===== config.mk =====
export PLATFORM = sky130hd
export DESIGN_NAME = wb_port_arbiter
export DESIGN_NICKNAME = d
export VERILOG_FILES = /design/src/rtl/wb_port_arbiter.sv
export SDC_FILE = /design/constraint.sdc
export NUM_CORES = 1
export LEC_CHECK = 0
export ABC_CLOCK_PERIOD_IN_PS = 2950
export CELL_PAD_IN_SITES_DETAIL_PLACEMENT = 0
export CELL_PAD_IN_SITES_GLOBAL_PLACEMENT = 1
export CORE_MARGIN = 2
export CORE_UTILIZATION = 30
export CTS_BUF_LIST = sky130_fd_sc_hd__clkbuf_8
export CTS_CLUSTER_DIAMETER = 150
export DETAILED_ROUTE_END_ITERATION = 10
export PLACE_DENSITY_LB_ADDON = 0.3
export RECOVER_POWER = 100
export REMOVE_ABC_BUFFERS = 1
export SLEW_MARGIN = 20
export SYNTH_ARGS = -nofsm -noshare
export SYNTH_HDL_FRONTEND = slang
export SYNTH_SLANG_ARGS = --single-unit

===== constraint.sdc =====
create_clock -name clk -period 2.95 [get_ports clk]
set_clock_uncertainty 0.15 [all_clocks]
set_input_delay 0.4425 -clock clk [delete_from_list [all_inputs] [get_ports clk]]
set_output_delay 0.4425 -clock clk [all_outputs]
set_load 0.005 [all_outputs]

===== src/rtl/wb_port_arbiter.sv =====
// Shares the single register-file write port between the scalar and vector
// execution units. Each unit has a small request FIFO; a round-robin arbiter
// drains one write per cycle onto registered rf_* outputs.
//
// state      | meaning
// -----------+----------------------------------------------------------
// OUT_IDLE   | no write this cycle, all rf_* outputs zero
// OUT_WR_SCA | scalar write on the port (rf_wd_vec forced to zero)
// OUT_WR_VEC | vector write on the port (rf_wd_sca forced to zero)
// GNT_SCA    | last grant went to scalar, vector wins the next tie
// GNT_VEC    | last grant went to vector, scalar wins the next tie
module wb_port_arbiter #(
  parameter int ADDR_W     = 4,
  parameter int DATA_W     = 4,
  parameter int LANES      = 2,
  parameter int FIFO_DEPTH = 2
) (
  input  logic                    clk,
  input  logic                    rst,
  input  logic                    sca_valid,
  output logic                    sca_ready,
  input  logic [ADDR_W-1:0]       sca_addr,
  input  logic [DATA_W-1:0]       sca_data,
  input  logic                    vec_valid,
  output logic                    vec_ready,
  input  logic [ADDR_W-1:0]       vec_addr,
  input  logic [LANES*DATA_W-1:0] vec_data,
  output logic                    rf_we,
  output logic [ADDR_W-1:0]       rf_a3,
  output logic [DATA_W-1:0]       rf_wd_sca,
  output logic [LANES*DATA_W-1:0] rf_wd_vec,
  output logic                    illegal_addr,
  output logic                    busy
);

  localparam int VEC_W = LANES * DATA_W;
  localparam int PTR_W = $clog2(FIFO_DEPTH);
  localparam int CNT_W = PTR_W + 1;

  typedef enum logic {GNT_SCA, GNT_VEC} grant_t;
  typedef enum logic [1:0] {OUT_IDLE, OUT_WR_SCA, OUT_WR_VEC} out_t;

  logic [ADDR_W-1:0] sca_addr_mem [FIFO_DEPTH];
  logic [DATA_W-1:0] sca_data_mem [FIFO_DEPTH];
  logic [ADDR_W-1:0] vec_addr_mem [FIFO_DEPTH];
  logic [VEC_W-1:0]  vec_data_mem [FIFO_DEPTH];

  logic [PTR_W-1:0] sca_wr_ptr, sca_rd_ptr, vec_wr_ptr, vec_rd_ptr;
  logic [CNT_W-1:0] sca_cnt, vec_cnt;
  grant_t           last_grant;
  out_t             out_state;

  logic sca_acc, vec_acc, sca_push, vec_push;
  logic sca_ne, vec_ne, sca_pop, vec_pop, ill_next;

  // ready looks only at registered occupancy, so valid never reaches ready
  assign sca_ready = sca_cnt < CNT_W'(FIFO_DEPTH);
  assign vec_ready = vec_cnt < CNT_W'(FIFO_DEPTH);
  assign sca_acc   = sca_valid && sca_ready;
  assign vec_acc   = vec_valid && vec_ready;
  // scalar lives in R0-R7, vector in R8-R15; wrong-class requests are swallowed
  assign sca_push  = sca_acc && !sca_addr[ADDR_W-1];
  assign vec_push  = vec_acc && vec_addr[ADDR_W-1];
  assign ill_next  = (sca_acc && sca_addr[ADDR_W-1]) || (vec_acc && !vec_addr[ADDR_W-1]);

  assign sca_ne  = sca_cnt != '0;
  assign vec_ne  = vec_cnt != '0;
  assign sca_pop = sca_ne && (!vec_ne || last_grant == GNT_VEC);
  assign vec_pop = vec_ne && !sca_pop;

  assign rf_we = out_state != OUT_IDLE;
  assign busy  = sca_ne || vec_ne || rf_we;

  // FIFO payload storage; contents are don't-care while the pointers say empty
  always_ff @(posedge clk) begin
    if (sca_push) begin
      sca_addr_mem[sca_wr_ptr] <= sca_addr;
      sca_data_mem[sca_wr_ptr] <= sca_data;
    end
    if (vec_push) begin
      vec_addr_mem[vec_wr_ptr] <= vec_addr;
      vec_data_mem[vec_wr_ptr] <= vec_data;
    end
  end

  // scalar FIFO pointers and occupancy
  always_ff @(posedge clk or posedge rst) begin
    if (rst) begin
      sca_wr_ptr <= '0;
      sca_rd_ptr <= '0;
      sca_cnt    <= '0;
    end else begin
      if (sca_push) sca_wr_ptr <= sca_wr_ptr + PTR_W'(1);
      if (sca_pop)  sca_rd_ptr <= sca_rd_ptr + PTR_W'(1);
      case ({sca_push, sca_pop})
        2'b10:   sca_cnt <= sca_cnt + CNT_W'(1);
        2'b01:   sca_cnt <= sca_cnt - CNT_W'(1);
        default: sca_cnt <= sca_cnt;
      endcase
    end
  end

  // vector FIFO pointers and occupancy
  always_ff @(posedge clk or posedge rst) begin
    if (rst) begin
      vec_wr_ptr <= '0;
      vec_rd_ptr <= '0;
      vec_cnt    <= '0;
    end else begin
      if (vec_push) vec_wr_ptr <= vec_wr_ptr + PTR_W'(1);
      if (vec_pop)  vec_rd_ptr <= vec_rd_ptr + PTR_W'(1);
      case ({vec_push, vec_pop})
        2'b10:   vec_cnt <= vec_cnt + CNT_W'(1);
        2'b01:   vec_cnt <= vec_cnt - CNT_W'(1);
        default: vec_cnt <= vec_cnt;
      endcase
    end
  end

  // round-robin grant and registered write-port outputs
  always_ff @(posedge clk or posedge rst) begin
    if (rst) begin
      last_grant   <= GNT_VEC;
      out_state    <= OUT_IDLE;
      rf_a3        <= '0;
      rf_wd_sca    <= '0;
      rf_wd_vec    <= '0;
      illegal_addr <= 1'b0;
    end else begin
      illegal_addr <= ill_next;
      if (sca_pop) begin
        last_grant <= GNT_SCA;
        out_state  <= OUT_WR_SCA;
        rf_a3      <= sca_addr_mem[sca_rd_ptr];
        rf_wd_sca  <= sca_data_mem[sca_rd_ptr];
        rf_wd_vec  <= '0;
      end else if (vec_pop) begin
        last_grant <= GNT_VEC;
        out_state  <= OUT_WR_VEC;
        rf_a3      <= vec_addr_mem[vec_rd_ptr];
        rf_wd_sca  <= '0;
        rf_wd_vec  <= vec_data_mem[vec_rd_ptr];
      end else begin
        out_state  <= OUT_IDLE;
        rf_a3      <= '0;
        rf_wd_sca  <= '0;
        rf_wd_vec  <= '0;
      end
    end
  end

endmodule


# Word-level counts from Yosys, hierarchy flattened

Memory sizes are Yosys's and may differ from the RTL's.
Cells that the tools add are included.

Memories: 4
Register bits after elaboration: 28
Memory bits (writable): 40

Memory list:

| memory       | words | bits a word | read ports | clocked after memory_dff | write ports | line | text |
|---|---|---|---|---|---|---|---|
| vec_data_mem | 2     | 8           | 1          | 0                        | 1           | 46   | `logic [VEC_W-1:0] vec_data_mem [FIFO_DEPTH];` |
| sca_addr_mem | 2     | 4           | 1          | 0                        | 1           | 43   | `logic [ADDR_W-1:0] sca_addr_mem [FIFO_DEPTH];` |
| sca_data_mem | 2     | 4           | 1          | 0                        | 1           | 44   | `logic [DATA_W-1:0] sca_data_mem [FIFO_DEPTH];` |
| vec_addr_mem | 2     | 4           | 1          | 0                        | 1           | 45   | `logic [ADDR_W-1:0] vec_addr_mem [FIFO_DEPTH];` |

Add/subtract/negate cells: 8
Magnitude comparators: 2
Equality and inequality tests: 4
Multiplexer cells: 15
Reductions and logical operators: 22

Operator list:

| operator              | number |
|---|---|
| $mux W8               | 2 |
| $mux W4               | 3 |
| $reduce_bool A2 Y1    | 6 |
| $logic_and A1 B1 Y1   | 8 |
| $pmux W2 S2           | 2 |
| $mux W1               | 6 |
| $add A1 B1 Y1 const B | 4 |
| $add A2 B1 Y2 const B | 2 |
| $eq A2 B1 Y1 const B  | 2 |
| $eq A2 B2 Y1 const B  | 2 |
| $logic_not A1 Y1      | 4 |
| $logic_or A1 B1 Y1    | 4 |
| $lt A2 B2 Y1 const B  | 2 |
| $mux W2               | 2 |
| $sub A2 B1 Y2 const B | 2 |

# Depth between registers and ports, before layout

Gate-level depths: netlist of the first run.

Depth after elaboration: 8
Gate-level depth with buffers: 8
Depth with buffers taken out: 7

# Worst setup path before layout of the first run

Ideal clock, no wire load.

Path kind: register to register
Start: register vec_cnt[1]
End: memory vec_addr_mem[1][0], enable pin
Buffers on the path: 0
Setup time: 0.380 ns
Path slack: 1.185 ns
Stages on the path, launching flop included: 4
Arrival: 1.234 ns
Path through: dfrtp_1 -> inv_1 -> nand3_1 -> nor2_1

Longest elaborated chain between the ends: 5

Ends and longest elaborated chain:

| element                       | line | text |
|---|---|---|
| start: declaration            | 49   | `logic [CNT_W-1:0] sca_cnt, vec_cnt;` |
| start signal: assignment      | 113  | `2'b10: vec_cnt <= vec_cnt + CNT_W'(1);` |
| start signal: assignment      | 114  | `2'b01: vec_cnt <= vec_cnt - CNT_W'(1);` |
| start signal: assignment      | 115  | `default: vec_cnt <= vec_cnt;` |
| $lt A2 B2 Y1                  | 58   | `assign vec_ready = vec_cnt < CNT_W'(FIFO_DEPTH);` |
| net vec_ready                 | 25   | `output logic vec_ready,` |
| $logic_and A1 B1 Y1           | 60   | `assign vec_acc = vec_valid && vec_ready;` |
| $logic_and A1 B1 Y1           | 63   | `assign vec_push = vec_acc && vec_addr[ADDR_W-1];` |
| $mux W1                       | 80   | `if (vec_push) begin` |
| $mux W1 (implied by the code) | 81   | `vec_addr_mem[vec_wr_ptr] <= vec_addr;` |
| end: declaration              | 45   |  |

The timed path passes the listed nets, and every way through them passes these cells.

# Worst setup path in the final report of the first run

Start: register out_state[1]
End: output port busy

Longest elaborated chain between the ends: 2

Ends and longest elaborated chain:

| element                  | line | text |
|---|---|---|
| start: declaration       | 51   | `out_t out_state;` |
| start signal: assignment | 124  | `out_state <= OUT_IDLE;` |
| start signal: assignment | 133  | `out_state <= OUT_WR_SCA;` |
| start signal: assignment | 139  | `out_state <= OUT_WR_VEC;` |
| $reduce_bool A2 Y1       | 71   | `assign rf_we = out_state != OUT_IDLE;` |
| $logic_or A1 B1 Y1       | 72   | `assign busy = sca_ne \|\| vec_ne \|\| rf_we;` |
| end: declaration         | 33   | `output logic busy` |

Every way passes these cells.

==> results of run 1 <==
how the worst max path moves through the flow:
stage / to / slack [ps] / cells after the start / start
3_5_place_dp: sca_addr_mem[0][0]$_DFFE_PP_ / 690 / 4 / sca_addr[3]
3_3_place_gp: sca_addr_mem[1][2]$_DFFE_PP_ / 710 / 4 / sca_addr[3]
6_report: busy / 370 / 3 / out_state[1]$_DFF_PP0_
5_1_grt: busy / 270 / 3 / out_state[1]$_DFF_PP0_
2_1_floorplan: vec_addr_mem[1][0]$_DFFE_PP_ / 1190 / 3 / vec_cnt[1]$_DFFE_PP0P_
4_1_cts: busy / 440 / 3 / out_state[1]$_DFF_PP0_
cell usage in the layout, fill, tap and decap left out, types with 2 or more instances in the layout:
master           Yosys  layout
dfrtp_1             27      27
o22ai_1              4       4
clkdlybuf4s50_1      0       2
mux2i_1             20      20
ha_1                 2       2
nand3_1              2       2
inv_1                9      10
nor2_1              19      19
clkinvlp_4           0       2
edfxtp_1            40      40
clkbuf_8             0       9
clkbuf_1             0       4
xnor2_1             10      10
dlygate4sd3_1        0      42
bufinv_16            0       2
state kept, by name, summed over array words and instances, names as in the netlist, 2 cells and up:
signal,flops
out_state,2
rf_wd_vec,8
sca_cnt,2
sca_data_mem,8
vec_cnt,2
sca_addr_mem,8
vec_data_mem,16
rf_wd_sca,4
vec_addr_mem,8
rf_a3,4
area by class of cell:
| class | count | area, µm² | area share [%] |
|---|---|---|---|
| clock inverters | 7 | 92.59 | 2.876 |
| repair buffers | 48 | 455.4 | 14.15 |
| multi-input cells | 65 | 483.0 | 15.00 |
| well taps | 102 | 127.6 | 3.964 |
| inverters | 9 | 33.78 | 1.049 |
| flip-flops and latches | 68 | 1903 | 59.11 |
| clock buffers | 9 | 123.9 | 3.848 |
cells in the mapped netlist:
library cell and instances:
o31a_1 1, nor3b_1 1, nand3_1 2, or4b_1 1
o21ai_2 1, nor2_1 19, buf_2 2, o21ai_0 1
o22ai_2 1, clkbuf_2 1, xnor2_1 10, o22ai_1 4
dfstp_2 1, mux2i_1 20, inv_1 9, a31o_2 1
buf_4 2, ha_1 2, edfxtp_1 40, dfrtp_1 27
or2_1 1
report_power, final:
group / internal [mW] / switching (mW)
sequential: 1.26 / 0.170
clock: 0.472 / 0.341
combinational: 0.478 / 0.397
routing by layer:
| layer | track usage [%] | share of wire (%) |
|---|---|---|
| met5 | 0 | 0 |
| met3 | 4.709 | 7.5 |
| met4 | 3.986 | 1.6 |
| met1 | 12.24 | 43 |
| met2 | 15.48 | 48 |
metrics by stage:
step,std cells,hold slack (ps)
detailed placement,292,325.6
floorplan,142,311.6
global placement,292,323.4
CTS,308,294.2
finish,308,329.0
global route,308,361.1
worst min-delay path: cells and delay by family, from the launching register on:
kind / cells / cell delay (ps)
flip-flops: 1 / 320
multiplexers: 1 / 60
AND/OR/NAND/NOR: 1 / 70
cell families (layout without fill, tap and decap cells):
group	Yosys count	count (layout)	synth area share, %
compound gates	9	9	2.804
xor+xnor	10	10	3.569
buf+inv	14	73	2.600
flops	68	68	77.56
mux	20	20	8.159
simple gates	24	24	4.284
fa+ha+maj	2	2	1.020
==> reports/qor.txt, run 1 <==
status - complete, no violations
Seq/Total Area, Yosys - 77.56%
Placed Area - 3022 µm²
filler instances - 736
worst hold path depth - 2
RSZ-0062 raised after global routing - no
Leak - 1.283 nW
via count - 1290
Setup-failing EPs final - 0
CP max FO - 2
Core Util, Final - 41.23%
Num CTS Buffers - 9
DP Worst Slack - 692.6 ps
root buffer selected by CTS - clkbuf_8
relative slew slack - 13.04%
fmax - 387.2 MHz
#FFs+latches synth - 68
TritonCTS clock tree - done
DIE HEIGHT - 94.44 µm
largest cells by area after synthesis - edfxtp_1 49%, dfrtp_1 28%, mux2i_1 8.2%, xnor2_1 3.6%, nor2_1 2.9%
WP buf/inv - 1
maximum VDD drop - 399.6 µV
Worst Hold Class - reg2reg
Layout Area Growth over Synthesis - 31.21%
Hold Buf Count CTS - 0
DR iter-0 viols - 54
Avg Cell Area, Syn - 16.69 µm²
worst-skew pair later-pin latency - 330 ps
Port-buffer cells - 44
grt total ovfl - 0
Yosys cell types - 21
crit path cell chain - or2_1 -> or4b_1 -> dlygate4sd3_1
Remaining DRCs - 0
# resized after CTS - 0
Final Cycle Share - 87.56%
Max Cap Viol - 0
H-Tree Depth - 3
GRT Total Usage - 10.04%
capturing point of the worst reg2reg path - vec_cnt[1]$_DFFE_PP0P_
fin worst setup slack - 367.0 ps
number of I/O pins - 45
worst reg-to-reg setup slack - 550 ps
Net count, final - 227
Yosys top cell by area - edfxtp_1
post-CTS setup buffer count - 0
die area - 8918 µm²
Initial Utilization - 31.43%
vias per inst - 4.188
CTS max path bufs - 2
Wirelength per Cell - 13.18 µm
final hold vios - 0
CTS Sinks - 68
final WL - 4060 µm
dpl hpwl - 2767 µm
setup TNS - 0 ps
clock-pin slew on the worst setup and hold paths - 80 ps
crit path capture type - output port
R2R cell count - 5
vias in the first global route - 1316
ANT nets after route - 0
Die X - 94.44 µm
largest net degree at the start of global routing - 16
Placement Rows - 32
Largest delay share family, worst path - simple AND/OR/NAND/NOR gates
critical path class - reg2out
layout cells sized above 1 - 8.738%
Post-Syn Instances - 147
critical path launch point type - flop
worst slew pin tran - 1296 ps
first-pass GRT wire length - 6451 µm
Detailed Routing Iterations Pass 1 - 4
Yosys top cell area share - 48.95%
Slew Limit Fails - 0
Final min period - 2583 ps
cell area power density - 969.0 nW/µm²
initial antenna violation count - 0
crit path DAT - 1990 ps
Hold Crit Start - sca_data_mem[1][1]$_DFFE_PP_
antenna cell count - 0
WHS Endpoint - rf_wd_sca[1]$_DFF_PP0_
Synth warnings - 0
Core Area - 7807 µm²
Crit path required time - 2360 ps
fin area - 3219 µm²
Critical-path top delay cell - dlygate4sd3_1
reg2reg start - vec_cnt[0]$_DFFE_PP0P_
Mapped Area - 2454 µm²
Power Total - 3.119 mW
max incr delay on CP - 580 ps
GP Congestion - 0.7074
No activity file was read; power rests on OpenSTA's default activity.
==> inputs of run 2 (changes only) <==
Settings changed: ABC_CLOCK_PERIOD_IN_PS 2950 to 2700, CORE_UTILIZATION 30 to 42, CTS_BUF_LIST sky130_fd_sc_hd__clkbuf_8 to default.
Clock period 2.95 ns to 2.7 ns, I/O delays scaled along.
==> run 2 against run 1 <==
The flow now finishes with violations (max-capacitance violations, max-slew violations). Critical path depth stayed put. Die area fell by 27%. Combinational power increased by 9.0%. Sequential power rose by 9.8%. Cell count down 9.1%. Cell area down 1.2%. Flip-flop and latch count unchanged. Sequential share of layout area up 0.70 points. Via count increased by 1.8%. Wire length is 1.7% lower. Hold slack better by 6.5 ps. Clock-buffer cell count rose by 2.
==> reports/qor.txt, run 2 (synthesis gave the netlist of run 1 again) <==
final WL - 3990 µm (-1.7%)
crit path DAT - 1870 ps (-120 ps)
Initial Utilization - 44.02% (+13 points)
dpl hpwl - 2753 µm (-0.51%)
GP Congestion - 0.7610 (+7.6%)
number of I/O pins - 45 (unchanged)
largest net degree at the start of global routing - 29 (+13)
fmax - 411.7 MHz
GRT Total Usage - 14.34% (+4.3 points)
setup TNS - 0 ps (unchanged)
Setup-failing EPs final - 0 (unchanged)
Leak - 1.285 nW (+0.15%)
Core Util, Final - 57.08% (+16 points)
Final Cycle Share - 89.96%
die area - 6469 µm² (-27%)
Net count, final - 229 (+0.88%)
CTS max path bufs - 2 (unchanged)
fin area - 3182 µm² (-1.2%)
reg2reg start - vec_cnt[0]$_DFFE_PP0P_
worst-skew pair later-pin latency - 330 ps (about the same)
critical path class - reg2out
vias per inst - 4.689 (+12%)
Slew Limit Fails - 29 (+29)
Largest Register - vec_data_mem
Core Area - 5574 µm² (-29%)
via count - 1313 (+1.8%)
commonest non-fill, non-tap cell in the layout - dlygate4sd3_1
layout cells sized above 1 - 8.173% (-0.56 points)
RSZ-0062 raised after global routing - no
Die X - 80.43 µm (-15%)
final hold vios - 0 (unchanged)
root buffer selected by CTS - clkbuf_8
critical path endpoint - busy
grt total ovfl - 0 (unchanged)
Layout Area Growth over Synthesis - 29.68%
Remaining DRCs - 0 (unchanged)
maximum VDD drop - 518.3 µV (+30%)
Power Total - 3.387 mW (+8.6%)
status - finished with violations
Detailed Routing Iterations Pass 1 - 4 (unchanged)
max FFs per register - 16 (unchanged)
capturing point of the worst reg2reg path - vec_cnt[1]$_DFFE_PP0P_
first-pass GRT wire length - 6561 µm (+1.7%)
worst reg-to-reg setup slack - 410 ps (-140 ps)
failing checks - max-capacitance violations, max-slew violations
worst slew pin tran - 1524 ps (+228.2 ps)
Hold Buf Count CTS - 0 (unchanged)
ANT nets after route - 0 (unchanged)
Worst Hold Class - reg2reg
Critical Path Source - out_state[1]$_DFF_PP0_
Num CTS Buffers - 9 (unchanged)
clock-pin slew on the worst setup and hold paths - 70 ps (about the same)
cell area power density - 1065 nW/µm² (+9.9%)
Wirelength per Cell - 14.25 µm (+8.1%)
commonest cells after routing, fill and taps aside - 41 x dlygate4sd3_1, 40 x edfxtp_1, 27 x dfrtp_1, 20 x mux2i_1, 19 x nor2_1
crit path capture type - output port
TritonCTS clock tree - done
DIE HEIGHT - 80.43 µm (-15%)
H-Tree Depth - 3 (unchanged)
Max Cap Viol - 1 (+1)
Final min period - 2429 ps
initial antenna violation count - 0 (unchanged)
vias in the first global route - 1409 (+7.1%)
DR iter-0 viols - 72 (+33%)
# resized after CTS - 0 (unchanged)
relative slew slack - -1.588% (-15 points)
antenna cell count - 0 (unchanged)
R2R cell count - 5 (unchanged)
CP max FO - 2 (unchanged)
post-CTS setup buffer count - 0 (unchanged)
Placement Rows - 27 (-16%)
Port-buffer cells - 44 (unchanged)
CTS Sinks - 68 (unchanged)
Crit path required time - 2140 ps (-220 ps)
Placed Area - 2999 µm² (-0.75%)
worst hold path depth - 2 (unchanged)
critical path launch point type - flop
[run 2: changes by cell type in the layout (fill, tap and decap cells not counted)]
cell,before,now
clkinvlp_4,2,1
clkinv_2,1,2
clkinv_4,1,0
clkbuf_1,4,8
clkdlybuf4s50_1,2,3
inv_1,10,9
dlygate4sd3_1,42,41
[run 2: power by group]
group          total, mW  internal, mW  switching, mW
registers           1.57          1.38          0.190
clock network      0.864         0.517          0.347
logic              0.954         0.524          0.431
total               3.39          2.42          0.968
[run 2: final cells by class]
class | count | area [µm²]
inverters | 9 | 33.78
fillers | 456 | 2392
repair buffers | 50 | 462.9
clock buffers | 11 | 131.4
well taps | 72 | 90.09
flip-flops and latches | 68 | 1903
multi-input cells | 65 | 483.0
clock inverters | 5 | 77.57
[run 2: routing by layer]
metal / track usage (%) / vias up / share of wire, %
li1: - / 635 / -
met1: 15.57 / 638 / 38
met2: 24.17 / 32 / 54
met3: 3.483 / 8 / 4.6
met4: 10.68 / 0 / 2.6
met5: 0 / - / 0
[run 2: critical path: stages, from the launching register on]
cell and delay (ps):
dfrtp_1 360, or2_1 230, or4b_1 490, clkdlybuf4s50_1 460
[run 2: how the worst min path moves through the flow]
stage / startpoint / endpoint / slack (ps)
after detailed placement: vec_data_mem[0][7]$_DFFE_PP_ / rf_wd_vec[7]$_DFF_PP0_ / 330
final: vec_data_mem[0][7]$_DFFE_PP_ / rf_wd_vec[7]$_DFF_PP0_ / 340
after CTS: rst / sca_cnt[1]$_DFFE_PP0P_ / 320
after floorplan: sca_data_mem[0][0]$_DFFE_PP_ / rf_wd_sca[0]$_DFF_PP0_ / 310
after global routing: vec_data_mem[0][7]$_DFFE_PP_ / rf_wd_vec[7]$_DFF_PP0_ / 370
after global placement: sca_data_mem[0][2]$_DFFE_PP_ / rf_wd_sca[2]$_DFF_PP0_ / 330
[run 2: through the flow]
stage | hold WS, ps | cells | setup WS [ps]
after floorplan | 311.6 | 142 | 935.5
after global placement | 329.8 | 264 | 633.2
after detailed placement | 329.6 | 264 | 622.2
after CTS | 315.2 | 280 | 245.5
after global routing | 369.9 | 280 | 187.9
final | 335.5 | 280 | 271.0
